### config.mk
export PLATFORM = sky130hd
export DESIGN_NAME = inst_fetch_flat
export DESIGN_NICKNAME = d
export VERILOG_FILES = /design/src/rtl/inst_fetch_if.sv /design/src/rtl/inst_fetch.sv /design/src/flat_wrapper.sv
export SDC_FILE = /design/constraint.sdc
export NUM_CORES = 1
export LEC_CHECK = 0
export ABC_AREA = 1
export CAP_MARGIN = 25
export CORE_ASPECT_RATIO = 0.8
export CORE_MARGIN = 2
export CORE_UTILIZATION = 40
export DETAILED_ROUTE_END_ITERATION = 10
export PLACE_DENSITY = 0.85
export SLEW_MARGIN = 0
export SYNTH_ARGS = -nofsm -noshare
export SYNTH_HDL_FRONTEND = slang
export SYNTH_SLANG_ARGS = --single-unit
### constraint.sdc
create_clock -name clk -period 3.96 [get_ports clk]
set_input_delay 0.396 -clock clk [delete_from_list [all_inputs] [get_ports clk]]
set_output_delay 0.396 -clock clk [all_outputs]
set_load 0.1 [all_outputs]
### src/rtl/inst_fetch_if.sv
// Fetch-stage bus: redirect input, I-cache request/response and fetch-buffer push.
// master = fetch stage, slave = surrounding back-end / cache / fetch buffer.
interface inst_fetch_if #(
    parameter int INST_FETCH_NUM = 4
);
    logic                          redirect_valid;
    logic [31:0]                   redirect_pc;
    logic                          icache_req_valid;
    logic [31:0]                   icache_req_addr;
    logic                          icache_req_ready;
    logic                          icache_resp_valid;
    logic [32*INST_FETCH_NUM-1:0]  icache_resp_data;
    logic [32*INST_FETCH_NUM-1:0]  insts_out_pc;
    logic [32*INST_FETCH_NUM-1:0]  insts_out_inst;
    logic [INST_FETCH_NUM-1:0]     insts_out_mask;
    logic                          insts_out_valid;
    logic                          fb_full;

    modport master (
        input  redirect_valid, redirect_pc,
        input  icache_req_ready, icache_resp_valid, icache_resp_data, fb_full,
        output icache_req_valid, icache_req_addr,
        output insts_out_pc, insts_out_inst, insts_out_mask, insts_out_valid
    );

    modport slave (
        output redirect_valid, redirect_pc,
        output icache_req_ready, icache_resp_valid, icache_resp_data, fb_full,
        input  icache_req_valid, icache_req_addr,
        input  insts_out_pc, insts_out_inst, insts_out_mask, insts_out_valid
    );
endinterface

### src/rtl/inst_fetch.sv
// Fetch stage: one aligned N-instruction group request in flight; pushes the returned group
// in the response cycle, or holds it while the fetch buffer is full. Redirects squash it.
module inst_fetch #(
    parameter int          INST_FETCH_NUM = 4,
    parameter logic [31:0] RESET_PC       = 32'h0000_0000
) (
    input logic          clk,
    input logic          reset,
    inst_fetch_if.master fe
);
    localparam int          N         = INST_FETCH_NUM;
    localparam int          GRP_BITS  = $clog2(N * 4);
    localparam logic [31:0] GRP_BYTES = 32'(N * 4);
    localparam logic [31:0] GRP_MASK  = ~(GRP_BYTES - 32'd1);

    typedef enum logic [1:0] {
        ST_REQ,
        ST_WAIT,
        ST_HOLD,
        ST_DROP
    } state_t;

    state_t          state_q, state_d;
    logic [31:0]     pc_q, pc_d;
    logic [31:0]     req_pc_q, req_pc_d;
    logic [31:0]     req_addr_q, req_addr_d;
    logic            req_vld_q, req_vld_d;
    logic [32*N-1:0] hold_q, hold_d;

    logic [31:0]     redir_pc;
    logic [31:0]     req_base;
    logic [31:0]     req_off;
    logic [31:0]     seq_pc;
    logic            hs;
    logic            push;

    always_comb begin
        redir_pc = {fe.redirect_pc[31:2], 2'b00};
        req_base = req_pc_q & GRP_MASK;
        req_off  = (req_pc_q - req_base) >> 2;
        seq_pc   = req_base + GRP_BYTES;
        hs       = (state_q == ST_REQ) && req_vld_q && fe.icache_req_ready;
        // A redirect always wins over a push in the same cycle.
        push     = !fe.redirect_valid && !fe.fb_full &&
                   (((state_q == ST_WAIT) && fe.icache_resp_valid) || (state_q == ST_HOLD));
    end

    always_comb begin
        state_d  = state_q;
        pc_d     = pc_q;
        req_pc_d = req_pc_q;
        hold_d   = hold_q;
        case (state_q)
            ST_REQ: begin
                if (fe.redirect_valid) begin
                    pc_d    = redir_pc;
                    state_d = hs ? ST_DROP : ST_REQ;
                end else if (hs) begin
                    req_pc_d = pc_q;
                    state_d  = ST_WAIT;
                end
            end
            ST_WAIT: begin
                if (fe.redirect_valid) begin
                    pc_d    = redir_pc;
                    state_d = fe.icache_resp_valid ? ST_REQ : ST_DROP;
                end else if (fe.icache_resp_valid) begin
                    if (!fe.fb_full) begin
                        pc_d    = seq_pc;
                        state_d = ST_REQ;
                    end else begin
                        hold_d  = fe.icache_resp_data;
                        state_d = ST_HOLD;
                    end
                end
            end
            ST_HOLD: begin
                if (fe.redirect_valid) begin
                    pc_d    = redir_pc;
                    state_d = ST_REQ;
                end else if (!fe.fb_full) begin
                    pc_d    = seq_pc;
                    state_d = ST_REQ;
                end
            end
            ST_DROP: begin
                if (fe.redirect_valid) begin
                    pc_d = redir_pc;
                end
                if (fe.icache_resp_valid) begin
                    state_d = ST_REQ;
                end
            end
            default: state_d = ST_REQ;
        endcase
        // Request outputs are registered so the REQ address already reflects the new pc.
        req_vld_d  = (state_d == ST_REQ);
        req_addr_d = pc_d & GRP_MASK;
    end

    always_ff @(posedge clk or negedge reset) begin
        if (!reset) begin
            state_q    <= ST_REQ;
            pc_q       <= RESET_PC;
            req_pc_q   <= RESET_PC;
            req_addr_q <= '0;
            req_vld_q  <= 1'b0;
            hold_q     <= '0;
        end else begin
            state_q    <= state_d;
            pc_q       <= pc_d;
            req_pc_q   <= req_pc_d;
            req_addr_q <= req_addr_d;
            req_vld_q  <= req_vld_d;
            hold_q     <= hold_d;
        end
    end

    assign fe.icache_req_valid = req_vld_q;
    assign fe.icache_req_addr  = req_addr_q;
    assign fe.insts_out_valid  = push;

    // Group data is driven only while a push is happening; otherwise the outputs read zero.
    always_comb begin
        fe.insts_out_pc   = '0;
        fe.insts_out_inst = '0;
        fe.insts_out_mask = '0;
        if (push) begin
            fe.insts_out_inst = (state_q == ST_HOLD) ? hold_q : fe.icache_resp_data;
            for (int i = 0; i < N; i++) begin
                fe.insts_out_pc[32*i +: 32] = req_base + 32'(4 * i);
                fe.insts_out_mask[i]        = (32'(i) >= req_off);
            end
        end
    end

    logic unused_ok;
    assign unused_ok = ^{GRP_BITS[0]};
endmodule
### src/flat_wrapper.sv
// flat-port wrapper written by rule: the top's interface ports become plain ports
module inst_fetch_flat 
#(
    parameter int          INST_FETCH_NUM = 4,
    parameter logic [31:0] RESET_PC       = 32'h0000_0000
)
  (clk, reset, fe_redirect_valid, fe_redirect_pc, fe_icache_req_ready, fe_icache_resp_valid, fe_icache_resp_data, fe_fb_full, fe_icache_req_valid, fe_icache_req_addr, fe_insts_out_pc, fe_insts_out_inst, fe_insts_out_mask, fe_insts_out_valid);
  inst_fetch_if #(.INST_FETCH_NUM(INST_FETCH_NUM)) fe_i ();
  input logic clk;
  input logic reset;
  input wire logic [$bits(fe_i.redirect_valid)-1:0] fe_redirect_valid;
  input wire logic [$bits(fe_i.redirect_pc)-1:0] fe_redirect_pc;
  input wire logic [$bits(fe_i.icache_req_ready)-1:0] fe_icache_req_ready;
  input wire logic [$bits(fe_i.icache_resp_valid)-1:0] fe_icache_resp_valid;
  input wire logic [$bits(fe_i.icache_resp_data)-1:0] fe_icache_resp_data;
  input wire logic [$bits(fe_i.fb_full)-1:0] fe_fb_full;
  output wire logic [$bits(fe_i.icache_req_valid)-1:0] fe_icache_req_valid;
  output wire logic [$bits(fe_i.icache_req_addr)-1:0] fe_icache_req_addr;
  output wire logic [$bits(fe_i.insts_out_pc)-1:0] fe_insts_out_pc;
  output wire logic [$bits(fe_i.insts_out_inst)-1:0] fe_insts_out_inst;
  output wire logic [$bits(fe_i.insts_out_mask)-1:0] fe_insts_out_mask;
  output wire logic [$bits(fe_i.insts_out_valid)-1:0] fe_insts_out_valid;
  assign fe_i.redirect_valid = fe_redirect_valid;
  assign fe_i.redirect_pc = fe_redirect_pc;
  assign fe_i.icache_req_ready = fe_icache_req_ready;
  assign fe_i.icache_resp_valid = fe_icache_resp_valid;
  assign fe_i.icache_resp_data = fe_icache_resp_data;
  assign fe_i.fb_full = fe_fb_full;
  assign fe_icache_req_valid = fe_i.icache_req_valid;
  assign fe_icache_req_addr = fe_i.icache_req_addr;
  assign fe_insts_out_pc = fe_i.insts_out_pc;
  assign fe_insts_out_inst = fe_i.insts_out_inst;
  assign fe_insts_out_mask = fe_i.insts_out_mask;
  assign fe_insts_out_valid = fe_i.insts_out_valid;
  inst_fetch #(.INST_FETCH_NUM(INST_FETCH_NUM), .RESET_PC(RESET_PC)) u_core (.clk(clk), .reset(reset), .fe(fe_i));
endmodule
==> metrics.md, run 1 <==
| Metric | Value |
|---|---|
| Die height | `155 µm` |
| Final net count | `2077` |
| Hold path endpoint | `u_core.hold_q[23]` |
| Post-DP HPWL | `24800 µm` |
| Worst hold start | `u_core.hold_q[23]` |
| Overflow left after global routing | `0` |
| Power Dens Cells | `a little under 800 nW/µm²` |
| Row count | `55` |
| Leakage | `between 0.008 and 0.009 µW` |
| Worst EP arrival | `2.88 ns` |
| Vias in the first global route | `10400` |
| Final instance area | `approximately 16000 µm²` |
| RSZ-0062 raised after global routing | `no` |
| Wire length of the first global-routing pass | `52400 µm` |
| Syn_area_per_cell | `6.97 µm²` |
| Clk root buf | `clkbuf_16` |
| Hold Slack | `0.488 ns` |
| Post-synth top area cell | `dfrtp_1` |
| Synth-to-Final Area Change | `39.2%` |
| DR vias/cell | `between 4 and 5` |
| Diodes inserted | `0` |
| Final setup TNS | `0 ns` |
| Clock tree from TritonCTS | `yes` |
| Worst R2R Setup Slack | `1.69 ns` |
| Worst r2r dst | `u_core.fe.icache_req_addr[9]` |
| Max Cap Violations | `0` |
| Met1 Wirelength | `12900 µm` |
| Final period util | `between 80% and 90%` |
| Die width | `193 µm` |
| Initial Utilization | `just over 40%` |
| Clk buf depth | `2` |
| Cells after Synth | `about 1600` |
| Peak VDD IR | `0.685 mV` |
| Ports | `460` |
| Hold Buf Count CTS | `1` |
| Status | `finished clean` |
| Sequential element share of the synthesized area | `approximately two fifths` |
| Tot GR Track Use | `22.0%` |
| Reg2Reg Depth | `8` |
| IO Port Bufs | `441` |
| CP endpoint kind | `output port` |
| Core area | `28200 µm²` |
| Depth of the CTS H-tree | `4` |
| GPL Wtd Cong | `~0.93` |
| Post-CTS Setup Bufs | `0` |
| Number of synthesized flops with an enable pin | `0` |
| Metal3 WL | `between 2000 and 3000 µm` |
| Min Tclk post-route | `3.27 ns` |
| Share of cells above drive strength 1 | `~16%` |
| Num Clock Sinks | `191` |
| Async S/R FF share, synth | `100%` |
| Die area | `about 30000 µm²` |
| Worst R2R Start | `u_core.state_q[1]` |
| Met2 wire length | `16700 µm` |
| Synth cell types | `34` |
| DRT antenna net count | `0` |
| Top cell type's share of synthesized area | `41.8%` |
| Number of CTS-inserted buffers | `17` |
| Clk_skew | `roughly 0.016 ns` |
| Initial antenna violation count | `0` |
| Crit path kind | `reg -> out` |
| Worst Tran Pin Value | `1.19 ns` |
| Skew-Pair Late Insertion Delay | `0.44 ns` |
| Fillers | `between 2000 and 2500` |
| Seq cells post-synth | `191` |
| Top_reg_cell synth | `dfrtp_1` |
| CP Max Fanout | `82` |
| Initial DRT Pass Iterations | `7` |
| CP startpoint kind | `flip-flop` |
| Top-count cell post-synth | `nor2_1` |
| Synth top area cells | `dfrtp_1 (42%), nor2_1 (12%), buf_4 (9.0%), nand2_1 (8.6%), a21oi_1 (7.3%)` |
| Ys Warns | `0` |
| Routed vias | `11000` |
| Final setup vio count | `0` |
| Wirelength, routed | `~34000 µm` |
| Placed cell area | `between 15000 and 20000 µm²` |
| Fin. max-slew vios | `0` |
| Clock slew at reported path FFs | `0.07 ns` |
| Hold depth | `2` |
| Largest net degree at the start of global routing | `about 260` |
| Top layer in use | `met4` |
| DRT iter0 DRCs | `570` |
| Fin. Hold Viols | `0` |
| Routed len/inst | `14.7 µm` |
| Crit path required time | `3.56 ns` |
| Peak Freq | `306 MHz` |
| Hold Crit Class | `reg -> reg` |
| Max-slew headroom | `between 20% and 30%` |
| Synth top cells by count | `nor2_1 (369), nand2_1 (263), dfrtp_1 (191), inv_1 (186), a21oi_1 (166)` |
| Cell area after synthesis | `11400 µm²` |
| Post-CTS sizing | `0` |
| DRC | `0` |
## cell usage in the layout (no fill, tap or decap), types with 4 or more instances in the layout
master / n
clkbuf_16: 17
nand3_1: 37
nand2_1: 262
a22oi_1: 6
o21ai_0: 160
buf_4: 194
dfrtp_1: 191
a21oi_1: 166
ha_1: 5
inv_1: 186
clkdlybuf4s50_1: 190
conb_1: 16
inv_6: 4
nor2_1: 369
buf_12: 68
## sequential cells by signal, indices dropped and copies added (netlist names)
signal	cells
u_core.fe.icache_req_valid	1
u_core.fe.icache_req_addr	28
u_core.req_pc_q	30
u_core.state_q	2
u_core.pc_q	2
u_core.hold_q	128
## final cells by class
type	instances	area [µm²]	share of cell area, %
clock inverters	14	151	0.951
multi-input cells	1051	4610	29.0
well taps	370	463	2.91
repair buffers	455	4770	30.0
clock buffers	18	429	2.70
flip-flops and latches	191	4780	30.0
inverters	189	709	4.46
## routing by layer
layer | vias to the layer above | GRT usage (%)
li1 | 5481 | -
met1 | 5029 | 25.2
met2 | 426 | 38.2
met3 | 64 | 6.68
met4 | 0 | 8.84
met5 | - | 0
## through the flow
stage | std cells | util (%) | power [µW] | setup slack [ns]
after detailed placement | 2255 | 54.3 | 10700 | 0.870
after global routing | 2288 | 56.4 | 13100 | 0.467
after CTS | 2288 | 56.4 | 12400 | 0.661
final | 2288 | 56.4 | 12400 | 0.689
after floorplan | 1655 | - | 9180 | 0.303
after global placement | 2254 | 54.2 | 10400 | 0.959
## critical path, cell delays in order, from the launching register on
cell     delay [ns]
dfrtp_1        0.43
inv_1          0.11
ha_1           0.25
nand2_1        0.09
nand2_1        0.08
nand3_4        0.18
buf_12         0.34
buf_4          0.49
nor2_1         0.17
buf_12         0.20
## worst max path at each step
stage | endpoint | depth (start not counted) | start
finish | fe_insts_out_inst[84] | 9 | u_core.state_q[1]
global route | fe_insts_out_inst[72] | 9 | u_core.state_q[1]
CTS | fe_insts_out_inst[72] | 9 | u_core.state_q[1]
detailed placement | fe_insts_out_inst[72] | 7 | fe_redirect_valid
global placement | fe_insts_out_inst[66] | 7 | fe_redirect_valid
floorplan | fe_insts_out_mask[0] | 8 | u_core.state_q[0]
## cells by family after synthesis
kind of cell	Yosys count	synth area share, %
adder cells (fa/ha/maj)	6	0.656
other	1	0.0328
flip-flops	191	41.8
buffers and inverters	413	18.8
AND/OR/NAND/NOR	686	23.3
XOR/XNOR	2	0.153
AO/OA/AOI/OAI	341	15.2
## power breakdown
group	internal, µW	switching, µW	total [µW]
sequential	2840	640	3480
clock	897	840	1740
combinational	1810	5340	7150
total	5550	6820	12400
No activity file was read; power rests on OpenSTA's default activity.
==> run 2: changes to the inputs <==
- PLACE_DENSITY: 0.85 -> 0.88
- clock period: 3.96 -> 3 ns (I/O delays scaled with it)
==> run 2 against run 1 <==
  * Clock power increased by 45%
  * Global-route usage up 3.3 points
  * Register-to-register slack worse by 0.98 ns
  * Critical path depth shrank 1
  * Sequential power is 33% higher
  * Non-clock buffer count grew 7
  * Sequential cell count unchanged
  * Hold slack got worse by 0.086 ns
  * Die area stayed put
  * Sequential share of layout area shrank 4.2 points
  * Cell count grew 0.35%
  * Largest cell class is now non-clock buffers
==> metrics.md, run 2 (synthesis gave the netlist of run 1 again) <==
| Metric | Value |
|---|---|
| Status | `finished clean` |
| Initial Utilization | `40.5%` |
| Diodes inserted | `0` |
| Commonest non-fill, non-tap cells in the layout | `nor2_1 (340), nand2_1 (261), buf_12 (255)` |
| Core area | `28200 µm²` |
| IO Port Bufs | `441` |
| DR vias/cell | `5.07` |
| Number of flip-flops under the largest register name | `between 100 and 150` |
| Die width | `193 µm` |
| CP Max Fanout | `91` |
| Wirelength, routed | `a little under 40000 µm` |
| Register area | `roughly 4800 µm²` |
| Routed len/inst | `roughly 17 µm` |
| Number of CTS-inserted buffers | `17` |
| Hold Slack | `0.402 ns` |
| Post-DP HPWL | `28600 µm` |
| Ports | `460` |
| Peak Freq | `348 MHz` |
| Min Tclk post-route | `2.87 ns` |
| Clk_skew | `0.0143 ns` |
| Final period util | `95.7%` |
| Clock tree from TritonCTS | `yes` |
| Peak VDD IR | `between 0.8 and 0.9 mV` |
| Clk root buf | `clkbuf_16` |
| Final net count | `2085` |
| Vias in the first global route | `around 12000` |
| Share of cells above drive strength 1 | `19.6%` |
| Crit path kind | `reg -> out` |
| Die height | `about 160 µm` |
| Clk buf depth | `2` |
| Worst EP arrival | `~2.6 ns` |
| GPL Wtd Cong | `between 0.9 and 1` |
| Most flop-heavy register | `u_core.hold_q` |
| Max-slew headroom | `about 55%` |
| DRT iter0 DRCs | `956` |
| Clock slew at reported path FFs | `around 0.080 ns` |
| DRT antenna net count | `0` |
| Overflow left after global routing | `0` |
| Depth of the CTS H-tree | `4` |
| Synth-to-Final Area Change | `61.5%` |
| CP startpoint kind | `flip-flop` |
| Final setup TNS | `0 ns` |
| Num Clock Sinks | `approximately 190` |
| Hold Crit Class | `in -> async` |
| Final setup vio count | `0` |
| Worst Setup Slack, final | `0.129 ns` |
| Power Dens Cells | `approximately 960 nW/µm²` |
| Most common cell after layout, fill and taps aside | `nor2_1` |
| Area of the multi-input gates | `~4800 µm²` |
| Worst slack, placed | `0.142 ns` |
| Fillers | `around 2100` |
| Skew-Pair Late Insertion Delay | `roughly 0.45 ns` |
| Wire length of the first global-routing pass | `59600 µm` |
| Fin. Hold Viols | `0` |
| Max Cap Violations | `0` |
| CP endpoint kind | `output port` |
| RSZ-0062 raised after global routing | `no` |
| Initial antenna violation count | `0` |
| Crit path required time | `2.70 ns` |
| Routed vias | `11600` |
| DRC | `0` |
| Tot GR Track Use | `25.3%` |
| Final Util | `65.5%` |
| Largest net degree at the start of global routing | `258` |
| Fin. max-slew vios | `0` |
| Initial DRT Pass Iterations | `6` |
| Die area | `30000 µm²` |
| Tot Pwr | `17700 µW` |
| Row count | `55` |
| Leakage | `0.00864 µW` |
| Worst Tran Pin Value | `0.670 ns` |
## run 2: cell count changes in the layout (fill, tap and decap cells not counted), sizes merged
cell / before / now
buf: 263 / 297
bufinv: 1 / 3
clkbuf: 19 / 20
clkdlybuf4s50: 190 / 162
clkinv: 6 / 2
clkinvlp: 0 / 2
nand3: 39 / 40
## run 2: report_power, final
| part | internal, µW | switching (µW) |
|---|---|---|
| registers | 3750 | 886 |
| clock network | 1350 | 1170 |
| logic | 3070 | 7500 |
## run 2: final cells by class
type / count / share of cell area [%]
Multi-Input combinational cell: 1052 / 25.9
Inverter: 189 / 3.84
Clock buffer: 18 / 2.32
Timing Repair Buffer: 462 / 38.5
Sequential cell: 191 / 25.9
Tap cell: 370 / 2.51
Clock inverter: 14 / 1.06
## run 2: worst paths after layout
| path | cells after the start | from | slack (ns) | to |
|---|---|---|---|---|
| min in group clk | 3 | fe_icache_resp_data[56] | 0.43 | u_core.hold_q[56] |
| max | 8 | u_core.state_q[1] | 0.13 | fe_insts_out_inst[76] |
| max in group asynchronous | 3 | reset | 1.62 | u_core.hold_q[4] |
| min reg2reg | 2 | u_core.hold_q[95] | 0.49 | u_core.hold_q[95] |
| max reg2reg | 8 | u_core.state_q[0] | 0.71 | u_core.fe.icache_req_addr[17] |
| min | 2 | reset | 0.40 | u_core.hold_q[48] |
## run 2: metal layers
layer	vias up	GRT usage (%)	part of all wire (%)
met5	-	0	0
met4	0	11.2	3.9
met3	89	6.90	8.6
met2	543	45.9	53
met1	5526	27.4	35
li1	5489	-	-
## run 2: timing repair
item                                    CTS  global route
setup buffers                             2             1
hold endpoints to repair                 66             0
endpoints found under the setup margin  249           239
pin swaps                                 1             1
resized for setup                        38             9
cloned                                    1             1
hold buffers                              1             0
## run 2: worst max-delay path, cell delays in order, from the launching register on
cell	delay (ns)
dfrtp_1	0.43
inv_1	0.14
ha_1	0.26
nand2_1	0.09
nand2_2	0.15
nand3_4	0.17
buf_12	0.25
nor2_1	0.32
buf_12	0.22
## run 2: through the flow
| stage | cell area (µm²) | std cells |
|---|---|---|
| floorplan | 11500 | 1655 |
| global placement | 17600 | 2258 |
| detailed placement | 17600 | 2258 |
| CTS | 18400 | 2294 |
| global route | 18500 | 2296 |
| finish | 18500 | 2296 |
==> run 3: changes to the inputs <==
- CELL_PAD_IN_SITES_DETAIL_PLACEMENT: default -> 0
- CELL_PAD_IN_SITES_GLOBAL_PLACEMENT: default -> 1
- CORE_UTILIZATION: 40 -> 27
- PLACE_DENSITY: 0.88 -> 0.87
- SLEW_MARGIN: 0 -> 10
==> run 3 against run 2 <==
  * Clock skew fell by 0.00052 ns
  * Critical endpoint is now fe_insts_out_inst[66]
  * Core utilization fell by 21 points
  * Largest cell class unchanged
  * Global-route usage fell by 8.5 points
  * Via count fell by 3.6%
  * Sequential power barely moved
  * Critical path type unchanged
==> metrics.md, run 3 (synthesis gave the netlist of run 1 again) <==
| Metric | Value |
|---|---|
| Worst EP arrival | `2.51 ns` |
| Bufs and invs on worst path | `3` |
| Power Dens Cells | `between 900 and 1000 nW/µm²` |
| Comb power frac | `59.9%` |
| Switch Pwr | `approximately 9300 µW` |
| Max Cap Violations | `0` |
| Int Power | `8140 µW` |
| Wirelength, routed | `37600 µm` |
| Core area | `41800 µm²` |
| Post-DP HPWL | `28200 µm` |
| Leakage | `0.00883 µW` |
| Tot GR Track Use | `16.8%` |
| Worst Setup Slack, final | `0.190 ns` |
| Sw Ratio | `53.3%` |
| Hold Crit Class | `in -> reg` |
| Routed len/inst | `15.0 µm` |
| IO Port Bufs | `441` |
| Final Util | `44.9%` |
| Peak VDD IR | `0.357 mV` |
| CP endpoint kind | `output port` |
| DRT iter0 DRCs | `approximately 880` |
| Final period util | `93.7%` |
| GPL Wtd Cong | `0.881` |
| Min Tclk post-route | `2.81 ns` |
| Clock slew at reported path FFs | `0.08 ns` |
| Die width | `234 µm` |
| Skew-Pair Late Insertion Delay | `0.46 ns` |
| Fin. max-slew vios | `0` |
| Commonest non-fill, non-tap cells in the layout | `nor2_1 (369), nand2_1 (262), buf_12 (257)` |
| Crit path required time | `2.70 ns` |
| Most common cell after layout, fill and taps aside | `nor2_1` |
| CP max-delay cell | `dfrtp_1` |
| Routed vias | `11200` |
| Clk buf depth | `2` |
| Peak Freq | `between 300 and 400 MHz` |
| Most flop-heavy register | `u_core.hold_q` |
| Fillers | `3943` |
| Clk_skew | `0.0138 ns` |
| Initial Utilization | `27.3%` |
| Worst Tran Pin Value | `0.966 ns` |
| Final setup vio count | `0` |
| Wire length of the first global-routing pass | `58400 µm` |
| Cell Chain, Critical Path | `inv_1 > ha_1 > nand2_1 > nand2_1 > nand3_4 > buf_12 > nor2_1 > buf_12` |
| Row count | `67` |
| Crit-path max cell delay | `0.45 ns` |
| Clk root buf | `clkbuf_16` |
| Ports | `460` |
| CP Max Fanout | `86` |
| Max-slew headroom | `35.4%` |
| Number of CTS-inserted buffers | `17` |
| DRT antenna net count | `0` |
| Final instance area | `18800 µm²` |
| Die height | `188 µm` |
| Overflow left after global routing | `0` |
| Diodes inserted | `0` |
| Final net count | `~2100` |
| Part of the power in registers | `26.5%` |
| Crit path kind | `reg -> out` |
| Clk pwr share | `13.7%` |
| CP top delay family | `simple AND/OR/NAND/NOR gates` |
| Placed cell area | `18100 µm²` |
| Synth-to-Final Area Change | `64.4%` |
| Worst slack, placed | `0.538 ns` |
| Clock tree from TritonCTS | `yes` |
| CP startpoint kind | `flip-flop` |
| Depth of the CTS H-tree | `4` |
| Die area | `44000 µm²` |
| DR vias/cell | `4.47` |
| Vias in the first global route | `10900` |
| Initial antenna violation count | `1` |
| Share of cells above drive strength 1 | `19.4%` |
| Worst R2R Setup Slack | `0.75 ns` |
| RSZ-0062 raised after global routing | `no` |
| DRC | `0` |
| Initial DRT Pass Iterations | `7` |
| Status | `finished clean` |
| Fin. Hold Viols | `0` |
| Num Clock Sinks | `191` |
| Number of flip-flops under the largest register name | `~130` |
| Largest net degree at the start of global routing | `137` |
## run 3: cell types whose count changed in the layout (fill, tap and decap cells not counted), moves of 2 or more
cell | previous run | this run
buf_4 | 41 | 70
buf_12 | 255 | 257
nor2_1 | 340 | 369
inv_8 | 2 | 5
bufinv_16 | 3 | 1
nor2_4 | 16 | 1
buf_6 | 0 | 2
nor2_2 | 17 | 3
## run 3: metrics by stage
stage	setup TNS (ns)	hold slack, ns	total power, µW	std cells
after floorplan	-40.73	0.00441	12100	1655
final	0	0.410	17400	2511
after detailed placement	0	0.405	15000	2473
after global placement	0	0.406	14900	2473
after global routing	0	0.413	18500	2511
after CTS	0	0.383	17500	2506
## run 3: what timing repair did
item,4_1_cts,5_1_grt
gates resized for setup,0,3
hold endpoints to repair,78,0
hold buffers,1,0
setup endpoints to repair,0,138
setup buffers,0,4
## run 3: metal layers
metal,track usage [%],part of all wire (%),up-vias
li1,-,-,5570
met2,28.4,49,416
met4,4.48,1.6,0
met3,6.33,9.8,28
met1,19.8,40,5208
met5,0,0,-
## run 3: worst min-delay path, stage by stage
cell	delay, ns
clkdlybuf4s50_1	0.39
inv_1	0.06
o21ai_0	0.07
## run 3: power by group through the flow
stage,registers [µW],logic (µW),clock network (µW)
floorplan,4410,7710,0
global placement,4570,10300,0
detailed placement,4640,10400,0
CTS,4600,10400,2460
global route,4770,11200,2550
finish,4620,10400,2380
## run 3: path summary, 6_finish.rpt
check                           cells after the start                             to               startpoint
worst max register to register                      9  u_core.fe.icache_req_addr[17]        u_core.state_q[1]
worst min-delay path                                3              u_core.hold_q[73]  fe_icache_resp_data[73]
min in group asynchronous                           2              u_core.hold_q[45]                    reset
worst max-delay path                                8          fe_insts_out_inst[66]        u_core.state_q[1]
worst min register to register                      2             u_core.hold_q[113]       u_core.hold_q[113]
max in group asynchronous                           3            u_core.req_pc_q[28]                    reset
## run 3: area by class of cell
type | instances | area [µm²] | area share, %
repair buffers | 496 | 7400 | 39.4
flip-flops and latches | 191 | 4780 | 25.4
multi-input cells | 1051 | 4620 | 24.6
inverters | 189 | 709 | 3.77
well taps | 552 | 691 | 3.67
clock buffers | 18 | 439 | 2.34
clock inverters | 14 | 163 | 0.865
